--- config.mk ---
export PLATFORM = sky130hd
export DESIGN_NAME = icache_ctrl_nway
export DESIGN_NICKNAME = d
export VERILOG_FILES = /design/src/rtl/icache_ctrl_nway.sv
export SDC_FILE = /design/constraint.sdc
export NUM_CORES = 1
export LEC_CHECK = 0
export CAP_MARGIN = 30
export CORE_AREA = 2 2 61 63
export DETAILED_ROUTE_END_ITERATION = 8
export DIE_AREA = 0 0 63 65
export PLACE_DENSITY = 0.85
export SLEW_MARGIN = 20
export SYNTH_ARGS = -nofsm -noshare
export SYNTH_HDL_FRONTEND = slang
export SYNTH_SLANG_ARGS = --single-unit
--- constraint.sdc ---
create_clock -name clk -period 4.5 [get_ports clk]
set_input_delay 1.125 -clock clk [delete_from_list [all_inputs] [get_ports clk]]
set_output_delay 1.125 -clock clk [all_outputs]
set_load 0.01 [all_outputs]
--- src/rtl/icache_ctrl_nway.sv ---
// icache_ctrl_nway: control FSM for an N-way set-associative read-only icache.
// Handles hit/miss sequencing, line fill, tree pseudo-LRU victim choice with
// invalid-first priority, and whole-cache flush.
// Optional build macro: ICACHE_PERF_CNT_EN enables saturating hit/fill counters;
// without it req_count/miss_count are tied to zero.
module icache_ctrl_nway #(
    parameter int unsigned WAYS   = 4,
    parameter int unsigned WAYS_W = $clog2(WAYS),
    parameter int unsigned CNT_W  = 32
) (
    input  logic              clk,
    input  logic              rst_n,
    input  logic              mem_read,
    output logic              mem_resp,
    input  logic              flush,
    input  logic [WAYS-1:0]   hit_way,
    input  logic [WAYS-1:0]   valid_out,
    output logic              pmem_read,
    input  logic              pmem_resp,
    output logic [WAYS-1:0]   write_enable,
    output logic [WAYS-1:0]   load_tag,
    output logic [WAYS-1:0]   load_valid,
    output logic [WAYS-1:0]   set_valid,
    output logic [WAYS_W-1:0] victim_way,
    output logic [CNT_W-1:0]  req_count,
    output logic [CNT_W-1:0]  miss_count
);

    localparam int unsigned NODES = WAYS - 1;

    localparam logic [1:0] S_LOOKUP = 2'd0;
    localparam logic [1:0] S_FILL   = 2'd1;
    localparam logic [1:0] S_FLUSH  = 2'd2;

    logic [1:0]        state, state_nxt;
    logic [NODES-1:0]  plru, plru_nxt;
    logic [WAYS_W-1:0] victim_nxt;
    logic              flush_pend, flush_pend_nxt;
    logic [WAYS-1:0]   victim_oh;

    // Lowest-index set bit of a vector (0 when empty).
    function automatic logic [WAYS_W-1:0] lowest_set(input logic [WAYS-1:0] v);
        logic [WAYS_W-1:0] idx;
        idx = '0;
        for (int i = int'(WAYS) - 1; i >= 0; i--) begin
            if (v[i]) idx = WAYS_W'(i);
        end
        return idx;
    endfunction

    // Point every node on the path to 'way' away from it (heap order, root = node 0).
    function automatic logic [NODES-1:0] plru_touch(input logic [NODES-1:0] bits,
                                                    input logic [WAYS_W-1:0] way);
        logic [WAYS-1:0]   tree;
        logic [WAYS_W-1:0] node;
        logic [WAYS_W-1:0] path;
        tree = {1'b0, bits};
        node = '0;
        path = way;
        for (int l = 0; l < int'(WAYS_W); l++) begin
            tree[node] = ~path[WAYS_W-1];
            node       = (node << 1) + WAYS_W'(1) + WAYS_W'(path[WAYS_W-1]);
            path       = path << 1;
        end
        return tree[NODES-1:0];
    endfunction

    // Walk the tree from the root following the node bits to the victim leaf.
    function automatic logic [WAYS_W-1:0] plru_victim(input logic [NODES-1:0] bits);
        logic [WAYS-1:0]   tree;
        logic [WAYS_W-1:0] node;
        logic [WAYS_W-1:0] way;
        logic              dir;
        tree = {1'b0, bits};
        node = '0;
        way  = '0;
        for (int l = 0; l < int'(WAYS_W); l++) begin
            dir  = tree[node];
            way  = (way << 1) | WAYS_W'(dir);
            node = (node << 1) + WAYS_W'(1) + WAYS_W'(dir);
        end
        return way;
    endfunction

    assign victim_oh = WAYS'(1) << victim_way;

    // Next-state, PLRU update and array control outputs.
    always_comb begin
        state_nxt      = state;
        plru_nxt       = plru;
        victim_nxt     = victim_way;
        flush_pend_nxt = flush_pend;
        mem_resp       = 1'b0;
        pmem_read      = 1'b0;
        write_enable   = '0;
        load_tag       = '0;
        load_valid     = '0;
        set_valid      = '0;
        case (state)
            S_LOOKUP: begin
                if (flush) begin
                    state_nxt = S_FLUSH;
                end else if (mem_read) begin
                    if (|hit_way) begin
                        // Gated by rst_n so the response stays low while in reset.
                        mem_resp = rst_n;
                        plru_nxt = plru_touch(plru, lowest_set(hit_way));
                    end else begin
                        state_nxt  = S_FILL;
                        victim_nxt = (&valid_out) ? plru_victim(plru)
                                                  : lowest_set(~valid_out);
                    end
                end
            end
            S_FILL: begin
                pmem_read    = 1'b1;
                write_enable = victim_oh;
                if (flush) flush_pend_nxt = 1'b1;
                if (pmem_resp) begin
                    load_tag   = victim_oh;
                    load_valid = victim_oh;
                    set_valid  = victim_oh;
                    plru_nxt   = plru_touch(plru, victim_way);
                    state_nxt  = (flush_pend || flush) ? S_FLUSH : S_LOOKUP;
                end
            end
            S_FLUSH: begin
                load_valid     = '1;
                plru_nxt       = '0;
                flush_pend_nxt = 1'b0;
                state_nxt      = S_LOOKUP;
            end
            default: state_nxt = S_LOOKUP;
        endcase
    end

    // State, PLRU tree, victim and pending-flush registers.
    always_ff @(posedge clk or negedge rst_n) begin
        if (!rst_n) begin
            state      <= S_LOOKUP;
            plru       <= '0;
            victim_way <= '0;
            flush_pend <= 1'b0;
        end else begin
            state      <= state_nxt;
            plru       <= plru_nxt;
            victim_way <= victim_nxt;
            flush_pend <= flush_pend_nxt;
        end
    end

`ifdef ICACHE_PERF_CNT_EN
    // Saturating hit and completed-fill counters.
    always_ff @(posedge clk or negedge rst_n) begin
        if (!rst_n) begin
            req_count  <= '0;
            miss_count <= '0;
        end else begin
            if (mem_resp && (req_count != '1)) req_count <= req_count + CNT_W'(1);
            if ((state == S_FILL) && pmem_resp && (miss_count != '1))
                miss_count <= miss_count + CNT_W'(1);
        end
    end
`else
    assign req_count  = '0;
    assign miss_count = '0;
`endif

endmodule

Yosys cells after proc, flatten, opt, wreduce, memory -nomap -nowiden:

Cells that the tools add are included.

* logic and storage cells: 85
* register bits: 8
* output and inout bits: 84

* $add $sub $neg: 3
* bitwise logic cells: 8
* magnitude comparators: 5
* muxes and demuxes: 43
* eq/ne operators: 9
* shifts and indexed selects: 1
* reduce and logical (&&, ||, !) cells: 12

Operators by type and width (count)
* 2-to-1 mux 2 bit: 18
* 2-to-1 mux 3 bit: 4
* 2-to-1 mux 4 bit: 3
* != test 2 bit (second input constant): 5
* less-than comparator 2 x 3 -> 1 bit (second input constant): 3
* 2-to-1 mux 1 bit: 9
* case mux 3 bit (3 select lines): 1
* bitwise mux 4 bit: 2
* case mux 4 bit (2 select lines): 1
* AND reduction 4 bit: 2
* adder 1 x 1 -> 2 bit (first input constant): 3
* != test 3 bit (second input constant): 2
* NOT 1 bit: 6
* AND reduction 5 bit: 1
* demux 1 bit (select 2 bit): 2
* greater-or-equal comparator 2 x 1 -> 1 bit (second input constant): 2
* NOT 4 bit: 1
* case mux 2 bit (2 select lines): 1
* OR reduction 4 bit: 1
* left shift 1 x 2 -> 4 bit (first input constant): 1
* AND reduction 3 bit: 1
* nonzero test 3 bit: 1
* binary-select mux 1 bit (select 2 bit): 1
* equality test 2 x 1 -> 1 bit (second input constant): 1
* 8 further kinds: 9

Logic depth before layout (Yosys ltp):

* word-level depth: 18
* mapped depth: 6
* depth with buffers taken out: 6

Worst setup path after synthesis:

No wires, ideal clock.

* kind: input to output
* start: in pmem_resp
* end: out load_valid[3]
* stages on the path: 3
* arrival: 1.617 ns
* path buffers: 0
* data required time: 3.375 ns
* slack: 1.758 ns
* cells stage by stage: nand2_1 -> nor2_1 -> o21a_1

* longest elaborated chain between the ends: 2

Ends and longest elaborated chain
* from (decl): line 19 `input logic pmem_resp,`
* 2-to-1 mux 4 bit: line 119 `if (pmem_resp) begin`
* case mux 4 bit (2 select lines): line 99 `case (state)`
* to (decl): line 22 `output logic [WAYS-1:0] load_valid,`

Every way passes these cells.

Worst setup path in the final report:

* start: in hit_way[2]
* end: out mem_resp

* longest elaborated chain between the ends: 5

Ends and longest elaborated chain
* from (decl): line 16 `input logic [WAYS-1:0] hit_way,`
* OR reduction 4 bit: line 104 `if (|hit_way) begin`
* 2-to-1 mux 1 bit: line 104
* 2-to-1 mux 1 bit: line 103 `end else if (mem_read) begin`
* 2-to-1 mux 1 bit: line 101 `if (flush) begin`
* 2-to-1 mux 1 bit: line 99
* to (decl): line 14 `output logic mem_resp,`

Every way passes these cells.

==> results.py <==
metrics = {
    "clock_tree": {
        "cts_hold_buf": 0,
        "clock_latency_ns": 0.24,
        "cts_buffers": 3,
        "cts_buffer_depth": 2,
        "clk_pin_slew_ns": 0.05,
        "cts_tree": "built",
        "clock-sinks": 8,
        "cts_setup_buffers": 0,
        "ctsRootBufferMaster": "clkbuf_4",
        "cts_resized": 0,
        "cts_max_level": 1,
    },
    "timing": {
        "finalSetupTns_ns": 0,
        "finalSetupViolCount": 0,
        "fin_crit_sh_pct": 84.0,
        "final-hold-violation-count": 0,
        "fmax_ghz": 0.265,
        "rsz0062_at_grt": "no",
        "post-route-min-period_ns": 3.78,
        "fin_skew_ns": 0.000155,
        "drv_slew": 0,
    },
    "min_path": {
        "min_path_cells": 1,
        "hp-class": "register to register",
    },
    "pwr": {
        "leakage_nw": 0.607,
        "total_power_w": 0.000402,
        "p_per_area_nw_per_um2": 309,
        "ir_drop_uv": 114,
    },
    "routing": {
        "wl_um": 1970,
        "drcViolationCount": 0,
        "drtIter0Drc": 12,
        "via_per_inst": 3.89,
        "wl_per_cell_um": 8.58,
        "vias": 895,
        "dr.pass1.iters": 4,
        "drtAntennaViolNets": 0,
    },
    "floorplanning": {
        "die_h_um": 65,
        "rows": 22,
        "initial_core_util_pct": 33.6,
        "core_um2": 3500,
        "die_x_um": 63,
        "die_area_um2": 4100,
        "io_pins": 97,
    },
    "global_routing": {
        "grt_pass1_wl_um": 2750,
        "grt_usage_pct": 8.63,
        "grt_max_degree": 12,
        "antenna_found_initial": 0,
        "first_global_vias": 633,
        "grt.overflow.total": 0,
    },
    "worst_setup_path": {
        "path_class": "input port to output pin",
        "end_kind": "output pin",
        "r2r_cells": 5,
        "rr_startpoint": "state[0]$_DFFE_PN0P_",
        "startpoint_type": "input port",
        "cp.arrival_ns": 2.65,
        "ff2ff_setup_slack_ns": 2.59,
        "critical_path.max_fanout": 5,
        "cp.required_ns": 3.38,
    },
    "yosys": {
        "synth.cell_area_um2": 1180,
        "yosys_warnings": 0,
        "syn_avg_cell_area_um2": 7.69,
        "yosysSeqAreaShare_pct": 17.0,
        "ys_ff_latch": 8,
        "ys_top_cells_by_area": "buf_4, dfrtp_1, nand2_1",
        "yosys-top-cells-count": "buf_4, nand2_1, nor2_1",
        "synth_top_flop_cell": "dfrtp_1",
        "synth.most_common_cell": "buf_4",
        "synthCells": 153,
        "synthDistinctLibCells": 27,
        "synth.top_cell.area_share_pct": 43.4,
        "async_flop_share_pct": 100,
        "yosysTopAreaCell": "buf_4",
        "synth_edf_count": 0,
    },
    "place": {
        "gp_congestion": 0.802,
        "io_buffers": 32,
        "dpl.hpwl_um": 1750,
    },
    "run": {
        "cap_viol_max_count": 0,
    },
    "layout": {
        "final_util_pct": 37.2,
        "finalNetCount": 200,
        "antenna_cells": 0,
        "drive_above_1_share_pct": 3.30,
        "area_growth_pct": 10.5,
    },
    "outcome": {
        "status": "complete, no violations",
    },
}
==> cells in the final DEF (no fill, tap or decap) <==
master            n
nand2b_1          3
or4b_1            1
nor4_4            1
nor2_1           12
nand2_2           1
a21oi_1           5
o21ai_0           2
nand4_1           1
o22ai_1           2
a21boi_0          2
a21boi_2          1
nand2_1          13
o21ai_1           3
a31oi_1           1
conb_1           64
o21a_1            4
mux2_1            3
ha_1              3
nand3b_1          2
dfrtp_1           8
nor3_1            3
clkbuf_4          3
clkdlybuf4s50_1  32
mux2i_1           3
o211ai_1          2
inv_1             6
nor4_1            1
==> metal layers <==
| metal | up-vias | part of all wire (%) | track usage (%) | wire, um |
|---|---|---|---|---|
| met5 | - | 0 | 0 | 0 |
| met4 | 0 | 1.7 | 5.00 | 33 |
| met3 | 4 | 12 | 1.91 | 244 |
| met2 | 69 | 48 | 14.9 | 955 |
| met1 | 395 | 38 | 9.78 | 740 |
| li1 | 427 | - | - | - |
==> worst max-delay path by stage <==
stage | end | startpoint | cells after the start
floorplan | load_valid[3] | pmem_resp | 3
global placement | mem_resp | hit_way[2] | 4
detailed placement | mem_resp | hit_way[2] | 4
CTS | mem_resp | hit_way[2] | 4
global route | mem_resp | hit_way[2] | 4
finish | mem_resp | hit_way[2] | 4
==> kinds of logic after synthesis <==
kind of cell             share of synthesized area, %
adder cells (fa/ha/maj)                          3.19
multiplexers                                     5.43
buffers and inverters                            45.7
other                                           0.319
AO/OA/AOI/OAI                                    11.9
flip-flops                                       17.0
AND/OR/NAND/NOR                                  16.4
==> worst max-delay path: stages <==
cell and delay [ns]:
clkdlybuf4s50_1 0.49, nor4_4 0.44, nor3_1 0.11, clkdlybuf4s50_1 0.49
==> power breakdown <==
part,switching (W),internal (W),total (W)
clock,0.0000208,0.0000303,0.0000511
combinational,0.000125,0.000111,0.000236
sequential,0.0000213,0.0000931,0.000114
==> cell type report <==
class,instances,area (um2)
fill,377,2200
multi-input combinational,133,674
timing repair buffer,32,320
sequential,8,200
tap,48,60.1
clock buffer,3,22.5
inverter,6,22.5
==> metrics by stage <==
stage          setup slack, ns  hold WS (ns)  cells  cell area, um2
2_1_floorplan             1.76         0.486    216            1410
3_3_place_gp             0.703         0.508    227            1280
3_5_place_dp             0.693         0.521    227            1280
4_1_cts                  0.693         0.536    230            1300
5_1_grt                  0.645         0.568    230            1300
6_report                 0.722         0.527    230            1300
No activity file was read; power rests on OpenSTA's default activity.
